## src/rtl/keypad_scan_4x4_if.sv

```systemverilog
// Keypad scanner signal bundle: matrix lines plus the decoded key outputs.
// Latency: none, wiring only.
// Backpressure: none; key_valid is a fire-and-forget strobe.
interface keypad_scan_4x4_if;
  logic [3:0]  row_in;     // active-low rows from the keypad, asynchronous
  logic [3:0]  col_out;    // active-low column drive, exactly one bit low
  logic [15:0] onehot;     // debounced key, bit row*4+col, zero when idle
  logic [3:0]  key_code;   // index of the last accepted key
  logic        key_valid;  // single-cycle strobe on press acceptance
  logic        key_down;   // high while a key is held

  // Scanner side: reads rows, drives columns and the decoded key.
  modport master (
    input  row_in,
    output col_out,
    output onehot,
    output key_code,
    output key_valid,
    output key_down
  );

  // Keypad / consumer side.
  modport slave (
    output row_in,
    input  col_out,
    input  onehot,
    input  key_code,
    input  key_valid,
    input  key_down
  );
endinterface

```

## src/rtl/keypad_scan_4x4.sv

```systemverilog
// 4x4 active-low keypad scanner with row sync, debounce and one-hot key output.
// Latency: press accepted DEBOUNCE_TICKS scan ticks after detection, plus up to 3 ticks scan wait.
// Backpressure: none; key_valid pulses once per accepted press. Optional: KEYPAD_GHOST_REJECT_EN.
module keypad_scan_4x4 #(
  parameter int SCAN_DIV       = 50000,
  parameter int DEBOUNCE_TICKS = 20
) (
  input  logic               clk,
  input  logic               rst_n,
  keypad_scan_4x4_if.master  kp
);

  localparam int DIV_W = (SCAN_DIV > 1) ? $clog2(SCAN_DIV) : 1;
  localparam int CNT_W = $clog2(DEBOUNCE_TICKS + 1);

  localparam logic [DIV_W-1:0] DIV_LAST = DIV_W'(SCAN_DIV - 1);
  localparam logic [CNT_W:0]   DB_LIM   = (CNT_W + 1)'(DEBOUNCE_TICKS);

  localparam logic [1:0] ST_SCAN     = 2'd0;
  localparam logic [1:0] ST_DEBOUNCE = 2'd1;
  localparam logic [1:0] ST_PRESSED  = 2'd2;
  localparam logic [1:0] ST_RELEASE  = 2'd3;

  logic [3:0]       row_meta;
  logic [3:0]       row_sync;
  logic [DIV_W-1:0] div;
  logic             tick;

  logic [1:0]       state;
  logic [CNT_W-1:0] cnt;
  logic [CNT_W:0]   cnt_inc;
  logic             cnt_done;
  logic [1:0]       col_idx;
  logic [3:0]       latched;

  logic [3:0]       row_low;
  logic             any_low;
  logic             multi_low;
  logic             pat_idle;
  logic [1:0]       sel_row;
  logic [3:0]       key_idx;

  logic [3:0]       col_drv;
  logic [15:0]      onehot_q;
  logic [3:0]       key_code_q;
  logic             key_valid_q;
  logic             key_down_q;

  // Two-flop synchroniser; rows idle high so reset to all-ones.
  always_ff @(posedge clk or negedge rst_n) begin
    if (!rst_n) begin
      row_meta <= 4'hF;
      row_sync <= 4'hF;
    end else begin
      row_meta <= kp.row_in;
      row_sync <= row_meta;
    end
  end

  // Scan-rate divider: one tick every SCAN_DIV clocks, leaving time for
  // a column change to settle and pass through the synchroniser.
  always_ff @(posedge clk or negedge rst_n) begin
    if (!rst_n) begin
      div <= '0;
    end else if (tick) begin
      div <= '0;
    end else begin
      div <= div + 1'b1;
    end
  end

  assign tick = (div == DIV_LAST);

  // Classify the synced row pattern; a ghost-reject build treats any
  // multi-row pattern exactly like an idle keypad.
  always_comb begin
    row_low   = ~row_sync;
    any_low   = |row_low;
    multi_low = |(row_low & (row_low - 4'd1));
`ifdef KEYPAD_GHOST_REJECT_EN
    pat_idle  = !any_low || multi_low;
`else
    pat_idle  = !any_low;
`endif
  end

  // Lowest-index low row of the latched pattern selects the key row.
  always_comb begin
    sel_row = 2'd3;
    if (!latched[0]) begin
      sel_row = 2'd0;
    end else if (!latched[1]) begin
      sel_row = 2'd1;
    end else if (!latched[2]) begin
      sel_row = 2'd2;
    end
    key_idx = {sel_row, col_idx};
  end

  // Debounce counter helpers shared by the press and release paths.
  always_comb begin
    cnt_inc  = {1'b0, cnt} + {{CNT_W{1'b0}}, 1'b1};
    cnt_done = (cnt_inc >= DB_LIM);
  end

  // Scan / debounce / hold / release sequencer; acts only on tick cycles.
  always_ff @(posedge clk or negedge rst_n) begin
    if (!rst_n) begin
      state       <= ST_SCAN;
      cnt         <= '0;
      col_idx     <= 2'd0;
      latched     <= 4'hF;
      onehot_q    <= '0;
      key_code_q  <= '0;
      key_valid_q <= 1'b0;
      key_down_q  <= 1'b0;
    end else begin
      key_valid_q <= 1'b0;
      if (tick) begin
        case (state)
          ST_SCAN: begin
            if (pat_idle) begin
              col_idx <= col_idx + 2'd1;
            end else begin
              latched <= row_sync;
              cnt     <= {{(CNT_W-1){1'b0}}, 1'b1};
              state   <= ST_DEBOUNCE;
            end
          end

          ST_DEBOUNCE: begin
            if (!pat_idle && (row_sync == latched)) begin
              if (cnt_done) begin
                // Stable for long enough: publish the key this cycle.
                state       <= ST_PRESSED;
                cnt         <= '0;
                onehot_q    <= 16'd1 << key_idx;
                key_code_q  <= key_idx;
                key_down_q  <= 1'b1;
                key_valid_q <= 1'b1;
              end else begin
                cnt <= cnt_inc[CNT_W-1:0];
              end
            end else begin
              // Bounce or change of pattern: give up and keep scanning.
              state   <= ST_SCAN;
              cnt     <= '0;
              col_idx <= col_idx + 2'd1;
            end
          end

          ST_PRESSED: begin
            // Other keys pressed meanwhile are ignored until full release.
            if (pat_idle) begin
              cnt   <= {{(CNT_W-1){1'b0}}, 1'b1};
              state <= ST_RELEASE;
            end
          end

          ST_RELEASE: begin
            if (pat_idle) begin
              if (cnt_done) begin
                // key_code deliberately keeps the last accepted key.
                state      <= ST_SCAN;
                cnt        <= '0;
                onehot_q   <= '0;
                key_down_q <= 1'b0;
                col_idx    <= col_idx + 2'd1;
              end else begin
                cnt <= cnt_inc[CNT_W-1:0];
              end
            end else begin
              // Release glitch: resume holding, no fresh strobe.
              state <= ST_PRESSED;
              cnt   <= '0;
            end
          end

          default: begin
            state <= ST_SCAN;
            cnt   <= '0;
          end
        endcase
      end
    end
  end

  // Column drive: one active-low bit for the current column index.
  always_comb begin
    col_drv          = 4'b1111;
    col_drv[col_idx] = 1'b0;
  end

  assign kp.col_out   = col_drv;
  assign kp.onehot    = onehot_q;
  assign kp.key_code  = key_code_q;
  assign kp.key_valid = key_valid_q;
  assign kp.key_down  = key_down_q;

endmodule
```

## src/flat_wrapper.sv

```systemverilog
// flat-port wrapper written by rule: the top's interface ports become plain ports
module keypad_scan_4x4_flat 
#(
  parameter int SCAN_DIV       = 50000,
  parameter int DEBOUNCE_TICKS = 20
)
  (clk, rst_n, kp_row_in, kp_col_out, kp_onehot, kp_key_code, kp_key_valid, kp_key_down);
  keypad_scan_4x4_if kp_i ();
  input  logic clk;
  input  logic rst_n;
  input wire logic [$bits(kp_i.row_in)-1:0] kp_row_in;
  output wire logic [$bits(kp_i.col_out)-1:0] kp_col_out;
  output wire logic [$bits(kp_i.onehot)-1:0] kp_onehot;
  output wire logic [$bits(kp_i.key_code)-1:0] kp_key_code;
  output wire logic [$bits(kp_i.key_valid)-1:0] kp_key_valid;
  output wire logic [$bits(kp_i.key_down)-1:0] kp_key_down;
  assign kp_i.row_in = kp_row_in;
  assign kp_col_out = kp_i.col_out;
  assign kp_onehot = kp_i.onehot;
  assign kp_key_code = kp_i.key_code;
  assign kp_key_valid = kp_i.key_valid;
  assign kp_key_down = kp_i.key_down;
  keypad_scan_4x4 #(.SCAN_DIV(SCAN_DIV), .DEBOUNCE_TICKS(DEBOUNCE_TICKS)) u_core (.clk(clk), .rst_n(rst_n), .kp(kp_i));
endmodule
```

## config.mk

```make
export PLATFORM = sky130hd
export DESIGN_NAME = keypad_scan_4x4_flat
export DESIGN_NICKNAME = d
export VERILOG_FILES = /design/src/rtl/keypad_scan_4x4_if.sv /design/src/rtl/keypad_scan_4x4.sv /design/src/flat_wrapper.sv
export SDC_FILE = /design/constraint.sdc
export NUM_CORES = 1
export LEC_CHECK = 0
export CAP_MARGIN = 5
export CELL_PAD_IN_SITES_DETAIL_PLACEMENT = 1
export CELL_PAD_IN_SITES_GLOBAL_PLACEMENT = 2
export CORE_MARGIN = 3
export CORE_UTILIZATION = 32
export DETAILED_ROUTE_END_ITERATION = 12
export PLACE_DENSITY = 0.72
export SLEW_MARGIN = 20
export SYNTH_ARGS = -nofsm -noshare
export SYNTH_HDL_FRONTEND = slang
export SYNTH_SLANG_ARGS = --single-unit
```

## constraint.sdc

```tcl
create_clock -name clk -period 2.15 [get_ports clk]
set_input_delay 0.43 -clock clk [delete_from_list [all_inputs] [get_ports clk]]
set_output_delay 0.43 -clock clk [all_outputs]
set_load 0.005 [all_outputs]
```

# Word level (Yosys, flattened, before mapping)
# Cells that the tools add are included.
# totals
reg_bits	59
inputBits	6
output_inout_bits	26
word_cells	85
# op_classes
addsub	3
n_lt_le_gt_ge	3
eq_ne	15
shift	1
mux	38
bitwise_logic	2
n_reduce_logical	12
# op_table
operator	n
$mux W16	5
$pmux W16 S2	1
$mux W5	5
$mux W2	12
$pmux W5 S4	1
$add A16 B1 Y16 const B	1
$eq A16 B16 Y1 const B	1
$shl A1 B4 Y16 const A	1
$reduce_and A6 Y1	2
$mux W1	10
$ne A2 B1 Y1 const B	4
$ne A2 B2 Y1 const B	4
$not A4 Y4	2
$pmux W2 S4	1
$add A5 B1 Y6 const B	1
$ge A6 B5 Y1 const B	1
$pmux W2 S3	1
$reduce_and A3 Y1	2
$reduce_and A5 Y1	1
$eq A2 B2 Y1 const B	2
$eq A4 B4 Y1	1
$reduce_and A4 Y1	1
$reduce_or A4 Y1	1
$lt A2 B3 Y1 const B	1
other kinds (11)	12

# Depth between registers and ports, before layout
# logic_depth
ltp_word	7
mapped_depth	8
mapped_depth_nobuf	6

# Least setup slack after synthesis
# OpenSTA, ideal clock, no wires.
# synth_timing
path_kind	register to register
start	register u_core.div[0]
end	register u_core.latched[0]
setup_ns	0.082
arrival_ns	2.100
t_required_ns	2.068
path_slack_ns	-0.032
path_stages_with_launch	8
n_path_buf	1
period_less_slack_ns	2.182
path_cell_list	dfrtp_1 ha_1 nand4b_1 nor4_4 inv_2 or4_4 buf_6 mux2_4
# synth_between
elab_chain_len	2
# synth_lines
item	line	rtl
start, declared	keypad_scan_4x4.sv:26	logic [DIV_W-1:0] div;
start signal, assigned	keypad_scan_4x4.sv:68	div <= div + 1'b1;
$eq A16 B16 Y1	keypad_scan_4x4.sv:72	assign tick = (div == DIV_LAST);
$reduce_and A3 Y1 (no source line)	--	
end signal, assigned	keypad_scan_4x4.sv:125	latched <= row_sync;
end, declared	keypad_scan_4x4.sv:34	logic [3:0] latched;
# Every way passes these cells.
# A chain may end at the register's enable or synchronous reset.

# Worst setup path after layout
# layout_timing
start	register u_core.div[7]
end	register u_core.latched[2]
# The elaborated chain is that of the path after synthesis.

==> impl_metrics.csv <==
group,metric,value,unit
critical_path,critPathMaxFanout,4,
global_routing,grt_pass1_wl,10.9,mm
sta,setup_ws,70.2,ps
flow_run,max_cap_viol_count,0,
synth,yosysMostFrequentCell,"o21ai_0",
final_layout,drive_above_1_share,0.220,
final_layout,fin_nets,335,
final_layout,postLayoutCoreUtil,0.426,
sta,rsz0062_at_grt,"yes",
critical_path,critPathKind,"reg -> reg",
place,dpl.hpwl,4.42,mm
clocking,htreeDepth,3,
final_layout,diodes,0,
floorplanning,core_area,0.00834,mm2
min_path,hold_class,"in -> async",
routing,vias_per_cell,4.94,
routing,drt-initial-drc-count,90,
floorplanning,die_w,99.3,um
synth,synth.avg_cell_area,10.3,um2
clocking,clock-sinks,59,
synth,ys_types,50,
synth,yosysWarnings,0,
sta,finalCritPeriodShare,0.967,
clocking,hold_buffers,0,
synth,synth.area.top_cells,"dfrtp_1, dfstp_2, o21ai_0",
sta,tightest_slew,538,ps
routing,antenna_left,0,
synth,syn_inst,270,
global_routing,grt_overflow,0,
critical_path,worstPathRequired,2410,ps
synth,synthesis.nets,283,
synth,yosys-top-cells-count,"o21ai_0, dfrtp_1, nand2_1, nor2_1, dfstp_2",
critical_path,endpoint_kind,"flop",
critical_path,cpPeakStageDelay,480,ps
sta,min_period,2080,ps
sta,slew_violations,0,
place,placedCellCount,414,
outcome,outcome,"finished clean",
global_routing,antenna_found_initial,0,
final_layout,fin_cells,432,
clocking,cts_tree,"done",
routing,num_vias,2134,
sta,slew_headroom,0.639,
critical_path,cp_slowest_cell,"or4_4",
power,p_leak,1.49,nW
floorplanning,die_h,99.3,um
sta,setup_viol,0,
synth,synth-seq-cells,59,
synth,syn-cell-area,0.00278,mm2
critical_path,worstSetupStartpointType,"flop",
clocking,clkTransAtPathRegs,70,ps
critical_path,path_cells,"or3_4, nor4_4, inv_2, or4_4, mux2_4",
critical_path,cp.arrival,2340,ps
global_routing,grt_pass1_vias,2173,
synth,seq_area_frac_synth,0.536,
clocking,numCtsBuffers,9,
synth,synthFlopType,"dfrtp_1",
synth,synth_top_cell_area_share,0.422,
routing,wirelength,6.36,mm
sta,fmax,0.481,GHz
place,place_ws,76.6,ps
place,place_congestion,0.763,
global_routing,track_usage,0.139,
floorplanning,start_util,0.334,
power,power_density,632,mW/mm2
floorplanning,io_pins,32,
global_routing,grt_max_degree,60,
clocking,cts_root_buf,"clkbuf_8",
routing,drc_errors,0,
synth,synth_top_area_cell,"dfrtp_1",
routing,wire_per_inst,14.7,um
place,io_buffers,31,
synth,synthArstFlopShare,1.00,
sta,setup_tns,0,ps
floorplanning,row_count,33,
clocking,clockBufferDepth,2,
power,irDropWorstVdd,0.000391,V
final_layout,syn2layout_area_growth,27.8,%
sta,finalClockSkew,8.35,ps
routing,firstDrtPassIters,4,
sta,hold_viol,0,
floorplanning,dieArea,0.00985,mm2
clocking,clk_latency,330,ps
synth,synth-edff-count,0,
metrics by stage:
stage / power [mW] / hold slack (ps) / area, um2
floorplan: 1.16 / 134 / 2780
global placement: 1.20 / 346 / 3310
detailed placement: 1.20 / 347 / 3310
CTS: 2.28 / 93.1 / 3530
global route: 2.34 / 96.9 / 3560
finish: 2.25 / 81.4 / 3560
sequential cells by signal, summed over array words and instances, names as in the netlist:
register	cells
u_core.div	16
u_core.kp.onehot	16
u_core.cnt	5
u_core.kp.key_code	4
u_core.latched	4
u_core.row_meta	4
u_core.row_sync	4
u_core.col_idx	2
u_core.state	2
u_core.kp.key_down	1
u_core.kp.key_valid	1
final cells by class:
type / instances / area, um2
clock buffer: 13 / 169
sequential: 59 / 1490
clock inverter: 3 / 45.0
fill: 937 / 4780
multi-input combinational: 191 / 1210
timing repair buffer: 51 / 468
tap: 105 / 131
inverter: 10 / 37.5
placed cells by master (no fill, tap or decap), types with 3 or more instances in the layout:
cell type         n
o21ai_1           3
a21oi_1           5
inv_1             9
xor2_1           11
mux2_4            4
mux2_2            3
o21ai_0          49
xnor2_1           7
nand2_1          35
dfstp_2          12
clkbuf_8         12
nor2_1           17
nor3_1            3
nand3_1          10
buf_4            19
ha_2              4
clkdlybuf4s50_1  30
and2_1            4
ha_1              3
dfrtp_1          47
critical path, delay by kind of cell (launching register included):
family	cells	cell delay [ps]
flops	1	400
buf+inv	1	80
simple gates	3	1210
mux	1	320
report_power, final:
group / internal, mW / switching (mW)
combinational: 0.0163 / 0.0313
sequential: 1.12 / 0.00544
clock: 0.631 / 0.439
logic make-up after synthesis:
kind of cell,count (synthesis),synth area share
mux,7,0.0337
fa+ha+maj,7,0.0315
flops,59,0.536
buf+inv,20,0.0355
xor+xnor,18,0.0566
simple gates,94,0.179
compound gates,65,0.128
path summary, 6_finish.rpt:
kind                                                    from                         endpoint  slack, ps  depth (start not counted)
worst min register to register  u_core.row_meta[1]$_DFF_PN1_     u_core.row_sync[1]$_DFF_PN1_        360                          0
worst max register to register       u_core.div[7]$_DFF_PN0_    u_core.latched[2]$_DFFE_PN1P_         70                          5
worst min-delay path                                   rst_n  u_core.kp.onehot[4]$_DFFE_PN0P_         80                          2
min in group clk                u_core.row_meta[1]$_DFF_PN1_     u_core.row_sync[1]$_DFF_PN1_        360                          0
worst max-delay path                 u_core.div[7]$_DFF_PN0_    u_core.latched[2]$_DFFE_PN1P_         70                          5
max in group asynchronous                              rst_n     u_core.row_sync[3]$_DFF_PN1_       1750                          2
layer usage:
layer,track usage,up-vias,wire [um]
li1,-,1030,-
met1,0.193,1070,3190
met2,0.209,24,2860
met3,0.0273,10,173
met4,0.0662,0,130
met5,0,-,0
timing repair:
action	4_1_cts	5_1_grt
pin swaps	0	0
endpoints found under the hold margin	0	0
setup endpoints to repair	2	21
resized for setup	2	5
buffers inserted	1	1
cloned	0	0
No activity file was read; power rests on OpenSTA's default activity.
